`src/rtl/mips32_result_dumper.sv`:
```
// Purpose: after the core halts, reads N and N array words from data memory and streams them out with a signed non-decreasing check.
// Latency: first beat 5 cycles after start; then one beat per 3 cycles; done 2+3N+1 cycles after start (3 for N==0 or rejected N).
// Backpressure: out_ready low holds the OUT beat stable; no memory reads are issued while a beat is pending.
module mips32_result_dumper #(
    parameter int AW        = 10,
    parameter int DW        = 32,
    parameter int N_ADDR    = 99,
    parameter int BASE_ADDR = 100,
    parameter int MAX_N     = 256
) (
    input  logic          clk1,
    input  logic          rst,
    input  logic          start,
    output logic          rd_en,
    output logic [AW-1:0] rd_addr,
    input  logic [DW-1:0] rd_data,
    output logic          out_valid,
    input  logic          out_ready,
    output logic [DW-1:0] out_data,
    output logic [AW-1:0] out_index,
    output logic          out_last,
    output logic          busy,
    output logic          done,
    output logic          sorted,
    output logic          err_len
);

    typedef enum logic [2:0] {
        IDLE, REQ_N, LAT_N, REQ_EL, LAT_EL, OUT, DONE
    } state_t;

    state_t        state_q, state_d;
    logic [DW-1:0] n_q, n_d;
    logic [AW-1:0] idx_q, idx_d;
    logic [DW-1:0] prev_q, prev_d;
    logic          acc_q, acc_d;
    logic [DW-1:0] data_q, data_d;
    logic [AW-1:0] index_q, index_d;
    logic          last_q, last_d;
    logic          sorted_q, sorted_d;
    logic          err_q, err_d;
    logic          acc_upd;

    // State and datapath registers; reset returns everything to zero and IDLE.
    always_ff @(posedge clk1) begin
        if (rst) begin
            state_q  <= IDLE;
            n_q      <= '0;
            idx_q    <= '0;
            prev_q   <= '0;
            acc_q    <= 1'b0;
            data_q   <= '0;
            index_q  <= '0;
            last_q   <= 1'b0;
            sorted_q <= 1'b0;
            err_q    <= 1'b0;
        end else begin
            state_q  <= state_d;
            n_q      <= n_d;
            idx_q    <= idx_d;
            prev_q   <= prev_d;
            acc_q    <= acc_d;
            data_q   <= data_d;
            index_q  <= index_d;
            last_q   <= last_d;
            sorted_q <= sorted_d;
            err_q    <= err_d;
        end
    end

    // Next-state, memory request and beat handshake logic.
    always_comb begin
        state_d   = state_q;
        n_d       = n_q;
        idx_d     = idx_q;
        prev_d    = prev_q;
        acc_d     = acc_q;
        data_d    = data_q;
        index_d   = index_q;
        last_d    = last_q;
        sorted_d  = sorted_q;
        err_d     = err_q;
        acc_upd   = acc_q;
        rd_en     = 1'b0;
        rd_addr   = '0;
        out_valid = 1'b0;
        case (state_q)
            IDLE, DONE: begin
                if (start) begin
                    state_d  = REQ_N;
                    sorted_d = 1'b0;
                    err_d    = 1'b0;
                end
            end
            REQ_N: begin
                rd_en   = 1'b1;
                rd_addr = AW'(N_ADDR);
                state_d = LAT_N;
            end
            LAT_N: begin
                n_d = rd_data;
                if (rd_data == '0) begin
                    state_d  = DONE;
                    sorted_d = 1'b1;
                end else if (rd_data > DW'(MAX_N)) begin
                    // Unsigned compare: negative-looking lengths are rejected too.
                    state_d  = DONE;
                    err_d    = 1'b1;
                    sorted_d = 1'b0;
                end else begin
                    idx_d   = '0;
                    acc_d   = 1'b1;
                    state_d = REQ_EL;
                end
            end
            REQ_EL: begin
                rd_en   = 1'b1;
                rd_addr = AW'(BASE_ADDR) + idx_q;
                state_d = LAT_EL;
            end
            LAT_EL: begin
                data_d  = rd_data;
                index_d = idx_q;
                last_d  = (DW'(idx_q) == n_q - DW'(1));
                state_d = OUT;
            end
            OUT: begin
                out_valid = 1'b1;
                if (out_ready) begin
                    if ((idx_q != '0) && ($signed(data_q) < $signed(prev_q)))
                        acc_upd = 1'b0;
                    acc_d  = acc_upd;
                    prev_d = data_q;
                    if (last_q) begin
                        state_d  = DONE;
                        sorted_d = acc_upd;
                    end else begin
                        idx_d   = idx_q + AW'(1);
                        state_d = REQ_EL;
                    end
                end
            end
            default: state_d = IDLE;
        endcase
    end

    assign out_data  = data_q;
    assign out_index = index_q;
    assign out_last  = last_q;
    assign busy      = (state_q != IDLE) && (state_q != DONE);
    assign done      = (state_q == DONE);
    assign sorted    = sorted_q;
    assign err_len   = err_q;

endmodule

```
`config.mk`:
```
export PLATFORM = sky130hd
export DESIGN_NAME = mips32_result_dumper
export DESIGN_NICKNAME = d
export VERILOG_FILES = /design/src/rtl/mips32_result_dumper.sv
export SDC_FILE = /design/constraint.sdc
export NUM_CORES = 1
export LEC_CHECK = 0
export CORE_ASPECT_RATIO = 0.6
export CORE_MARGIN = 1.5
export CORE_UTILIZATION = 38
export CTS_CLUSTER_SIZE = 30
export DETAILED_ROUTE_END_ITERATION = 8
export GPL_ROUTABILITY_DRIVEN = 1
export PLACE_DENSITY = 0.69
export SYNTH_ARGS = -nofsm -noshare
export SYNTH_HDL_FRONTEND = slang
export SYNTH_SLANG_ARGS = --single-unit
```
`constraint.sdc`:
```
create_clock -name clk1 -period 2.7 [get_ports clk1]
set_input_delay 0.405 -clock clk1 [delete_from_list [all_inputs] [get_ports clk1]]
set_output_delay 0.405 -clock clk1 [all_outputs]
set_load 0.005 [all_outputs]
```
[Word level (Yosys, flattened, before mapping)]
Cells that the tools add are included.
Operators by class
  $add $sub $neg: 3
  order comparisons: 2
  equal/unequal tests: 16
  multiplexer cells: 28
  reduce and logical (&&, ||, !) cells: 17
Operator list (number)
  $mux 10: 4
  $pmux 10 s2: 2
  $eq 10x32->1: 1
  $gt 32x9->1 const B: 1
  $logic_not 32->1: 1
  $lt 32x32->1: 1
  $sub 32x1->32 const B: 1
  $pmux 3 s6: 1
  $mux 3: 5
  $ne 2x2->1 const B: 7
  $mux 1: 13
  $add 10x1->10 const B: 1
  $add 7x10->10 const A: 1
  $reduce_and 5->1: 2
  $reduce_bool 10->1: 1
  $eq 3x3->1 const B: 3
  $reduce_and 4->1: 2
  $eq 3x2->1 const B: 2
  $ne 3x3->1 const B: 2
  $reduce_bool 3->1: 2
  $pmux 1 s2: 2
  $reduce_and 2->1: 2
  $reduce_bool 2->1: 2
  $reduce_or 2->1: 2
  4 further kinds: 5
Storage, ports and cells
  register bits after elaboration: 123
  output and inout port bits: 59
  logic and storage cells: 76

[Longest topological paths before layout]
  word-level depth: 6
  depth in mapped cells: 9
  gate-level depth less buffers: 9

[Least setup slack after synthesis]
No wires, ideal clock.
  path type: input-to-reg
  start: in rd_data[4]
  end: reg idx_q[2]
  library setup time: 115 ps
  arrival time: 2156 ps
  data required time: 2585 ps
  slack: 428 ps
  cell stages on the path: 7
  path through: or4_4 > o21a_1 > or3_1 > a2111o_1 > nand2b_1 > buf_2 > nor2_1
On the way
  word-level cells in the longest chain between the ends: 3
Ends and longest elaborated chain
  start, declared: RTL line 16  | input logic [DW-1:0] rd_data,
  $gt 32x9->1 or $logic_not 32->1 (tied branches): RTL line 105, 102
  $ne 2x2->1 (no line)
  $reduce_and 5->1 (no line) (*)
  end signal, assigned: RTL line 60  | idx_q <= idx_d;
  end, declared: RTL line 34  | logic [AW-1:0] idx_q, idx_d;
Every way passes the cells marked *; elsewhere a longest branch is shown, timed or not.
A chain may end at the register's enable or synchronous reset.

[Worst setup path after layout]
  start: reg idx_q[3]
  end: out rd_addr[9]
On the way
  word-level cells in the longest chain between the ends: 2
Ends and longest elaborated chain
  $add 7x10->10: RTL line 118  | rd_addr = AW'(BASE_ADDR) + idx_q;
  $pmux 10 s2: RTL line 87  | case (state_q)
  end, declared: RTL line 15  | output logic [AW-1:0] rd_addr,
Every way passes these cells.

==> summary.md <==
| Metric | Value |
|---|---|
| Result of the run | `complete, no violations` |
| Sequential fraction of the synthesis area | `between 30% and 40%` |
| Max_slew headroom | `a little under 60%` |
| Die area | `roughly 17000 µm²` |
| Flops & latches, synth | `123` |
| Initial Utilization | `about two fifths` |
| Number of synthesized flops with an enable pin | `0` |
| Tmin final | `2.60 ns` |
| I/O pin cnt | `95` |
| DRT iter0 DRCs | `between 700 and 800` |
| Reg clk slew, reported paths | `0.05 ns` |
| Placed insts | `1129` |
| Residual DRC | `0` |
| Post-CTS setup buffer count | `0` |
| Worst endpoint required time | `between 2 and 2.5 ns` |
| RSZ-0062 raised after global routing | `no` |
| Syn Nets | `about 900` |
| DR vias | `just over 6000` |
| Setup violators final | `0` |
| Nets | `~1000` |
| Die X | `around 170 µm` |
| P per Cell Area | `between 600 and 700 nW/µm²` |
| Clock root buffer | `clkbuf_16` |
| Max Slew Vio Count | `0` |
| Area delta synth->final | `31.6%` |
| P_leak | `between 3 and 4 nW` |
| TritonCTS clock tree | `built` |
| Fill count | `1492` |
| Synthesis Warnings | `0` |
| Syn Area/Cell | `approximately 7.5 µm²` |
| Crit Path Max Fanout | `5` |
| Unique cell type count in the Yosys netlist | `61` |
| Core area | `approximately 16000 µm²` |
| Mapped Area | `around 6200 µm²` |
| Worst flop-to-flop path startpoint | `n_q[5]` |
| R2r endpoint | `out_last` |
| HPWL Detailed | `~13000 µm` |
| Post-synth ARST share | `0%` |
| DRT Pass-1 Iters | `5` |
| Inserted Diodes | `0` |
| Vias in the first global route | `~5700` |
| Drt via density | `between 5 and 6` |
| Synth Instances | `slightly above 800` |
| Min-Delay Path Class | `reg2reg` |
| Critical Path AT | `between 2 and 2.5 ns` |
| CP Class | `reg2out` |
| Detail Route Antenna Nets | `0` |
| Fmax | `between 300 and 400 MHz` |
| Cts repair resizes | `1` |
| Total GRT Usage | `around 23%` |
| Initial antenna violation count | `0` |
| Overall power | `0.00536 W` |
| Dominant synthesized flop cell | `dfxtp_1` |
| Hold_buf cts | `0` |
| FF-to-FF path depth | `7` |
| CP Launch Type | `register` |
| CTS sink cnt | `~120` |
| CP max stage delay | `a little over 0.5 ns` |
| Fin Clk Skew | `roughly 0.0081 ns` |
| CP endpoint | `rd_addr[9]` |
| Worst vdd rail ir drop | `~0.5 mV` |
| Critical Path, Cell by Cell | `and3_2 > nor3_1 > or3_1 > a21oi_1 > clkdlybuf4s50_1` |
| Std-Cell Rows | `35` |
| Die height | `102 µm` |
| Hold depth | `2` |
| Port bufs | `94` |
| Slew at the pin with the worst max-slew slack | `0.608 ns` |
| Largest net degree at the start of global routing | `about 120` |
| Fin crit share | `a little over nine tenths` |
| Multi-input logic area | `around 3400 µm²` |
| CTS Buf Count | `17` |
| R2r setup slk | `0.17 ns` |
| Remaining Overflow, GRT | `0` |
| Wire per inst | `~16 µm` |
| CP Launch Point | `idx_q[3]` |
| Clock Tree Buf Depth | `2` |
| Final hold violation count | `0` |
| Post-route insts no fill | `about 1200` |
| Final GP Congestion | `between 0.8 and 0.9` |
| H-tree levels | `4` |
| FF/Latch Area | `approximately 2500 µm²` |
| Skew-Pair Late Insertion Delay | `about 0.42 ns` |
| WL final | `between 15000 and 20000 µm` |
| Critical path endpoint category | `output pin` |
| Worst path slowest cell | `clkdlybuf4s50_1` |
| Layout cells sized above 1 | `around 11%` |
| MaxCap Viol Count | `0` |
| First-pass GRT wire length | `about 30000 µm` |
==> critical path: cells and delay by family, from the launching register on <==
kind                   cells  cell delay, ns
buffers and inverters      1            0.51
AO/OA/AOI/OAI              1            0.15
AND/OR/NAND/NOR            3            0.72
flip-flops                 1            0.41
==> cell type report <==
cell class,count,share of cell area [%]
multi-input cells,609,41.7
flip-flops and latches,123,30.1
repair buffers,149,16.7
clock buffers,23,5.72
well taps,203,3.11
inverters,45,2.07
clock inverters,7,0.551
==> synth_stat cells (3+ instances only) <==
cell type / instances / share of area (%)
or3_1: 3 / 0.30
nand3b_1: 3 / 0.36
xor2_1: 8 / 1.1
nor2_1: 34 / 2.1
dfxtp_1: 123 / 40
a21oi_1: 128 / 10
inv_1: 44 / 2.7
o211ai_1: 3 / 0.36
nand4_1: 10 / 1.0
buf_2: 3 / 0.24
nand2b_1: 4 / 0.40
nor3_1: 13 / 1.0
nor4_1: 12 / 1.2
nand3_1: 10 / 0.81
or4_4: 5 / 0.91
a21boi_0: 3 / 0.36
a211oi_1: 4 / 0.48
xnor2_1: 21 / 3.0
clkbuf_1: 41 / 2.5
o21ai_0: 16 / 1.3
and3_1: 5 / 0.50
nand2_1: 241 / 15
nor2b_1: 5 / 0.50
ha_1: 36 / 7.3
a2111o_1: 3 / 0.54
==> how the worst min path moves through the flow <==
stage	start	endpoint
after detailed placement	prev_q[14]	prev_q[14]
after global routing	prev_q[21]	prev_q[21]
after floorplan	n_q[15]	n_q[15]
final	prev_q[25]	prev_q[25]
after global placement	n_q[24]	n_q[24]
after CTS	prev_q[14]	prev_q[14]
==> registers in the layout, indices dropped and copies added (netlist names) <==
register / count
acc_q: 1
out_last: 1
out_index: 10
prev_q: 32
out_data: 32
n_q: 32
sorted: 1
state_q: 3
err_len: 1
idx_q: 10
==> per-layer routing <==
layer / wire [µm] / global-route usage [%] / vias up
li1: - / - / 3028
met2: 7320 / 31.4 / 259
met1: 9600 / 33.6 / 2837
met4: 235 / 6.73 / 0
met5: 0 / 0 / -
met3: 1770 / 6.24 / 29
==> stage by stage <==
stage          hold slack (ns)  setup WS [ns]  utilization (%)  area [µm²]  TNS (ns)
2_1_floorplan            0.436          0.428                -        6210         0
3_3_place_gp             0.442         -0.183             48.8        7650     -1.44
3_5_place_dp             0.446         -0.278             48.8        7650     -2.39
4_1_cts                  0.454         0.0509             52.1        8160         0
5_1_grt                  0.466         0.0310             52.1        8180         0
6_report                 0.454          0.101             52.1        8180         0
==> placed cells by master, fill, tap and decap left out, types with 4 or more instances in the layout <==
master and n:
nand2_1 241, a21oi_1 127, dfxtp_1 122, clkdlybuf4s50_1 93, buf_4 55, inv_1 44, ha_1 36, nor2_1 34
xnor2_1 21, clkbuf_16 17, o21ai_0 16, nor3_1 12, nor4_1 12, nand4_1 10, nand3_1 10, xor2_1 8
nor2b_1 5, or4_4 5, and3_1 4, a211oi_1 4, clkinvlp_4 4, clkbuf_1 4
==> power breakdown <==
part / internal [W] / switching, W
registers: 0.00192 / 0.000123
clock network: 0.00120 / 0.000839
logic: 0.000572 / 0.000698
total: 0.00370 / 0.00166
==> kinds of logic (layout without fill, tap and decap cells) <==
family	after synthesis	in the layout	share of synthesized area (%)
buffers and inverters	92	224	5.74
xor gates and xnor gates	29	29	4.09
and+or+nand+nor	361	361	26.3
adders and majority gates	36	36	7.25
muxes	1	1	0.161
DFF	123	123	39.6
AOI/OAI and AO/OA	182	182	16.8
(Power assumes the default switching activity.)
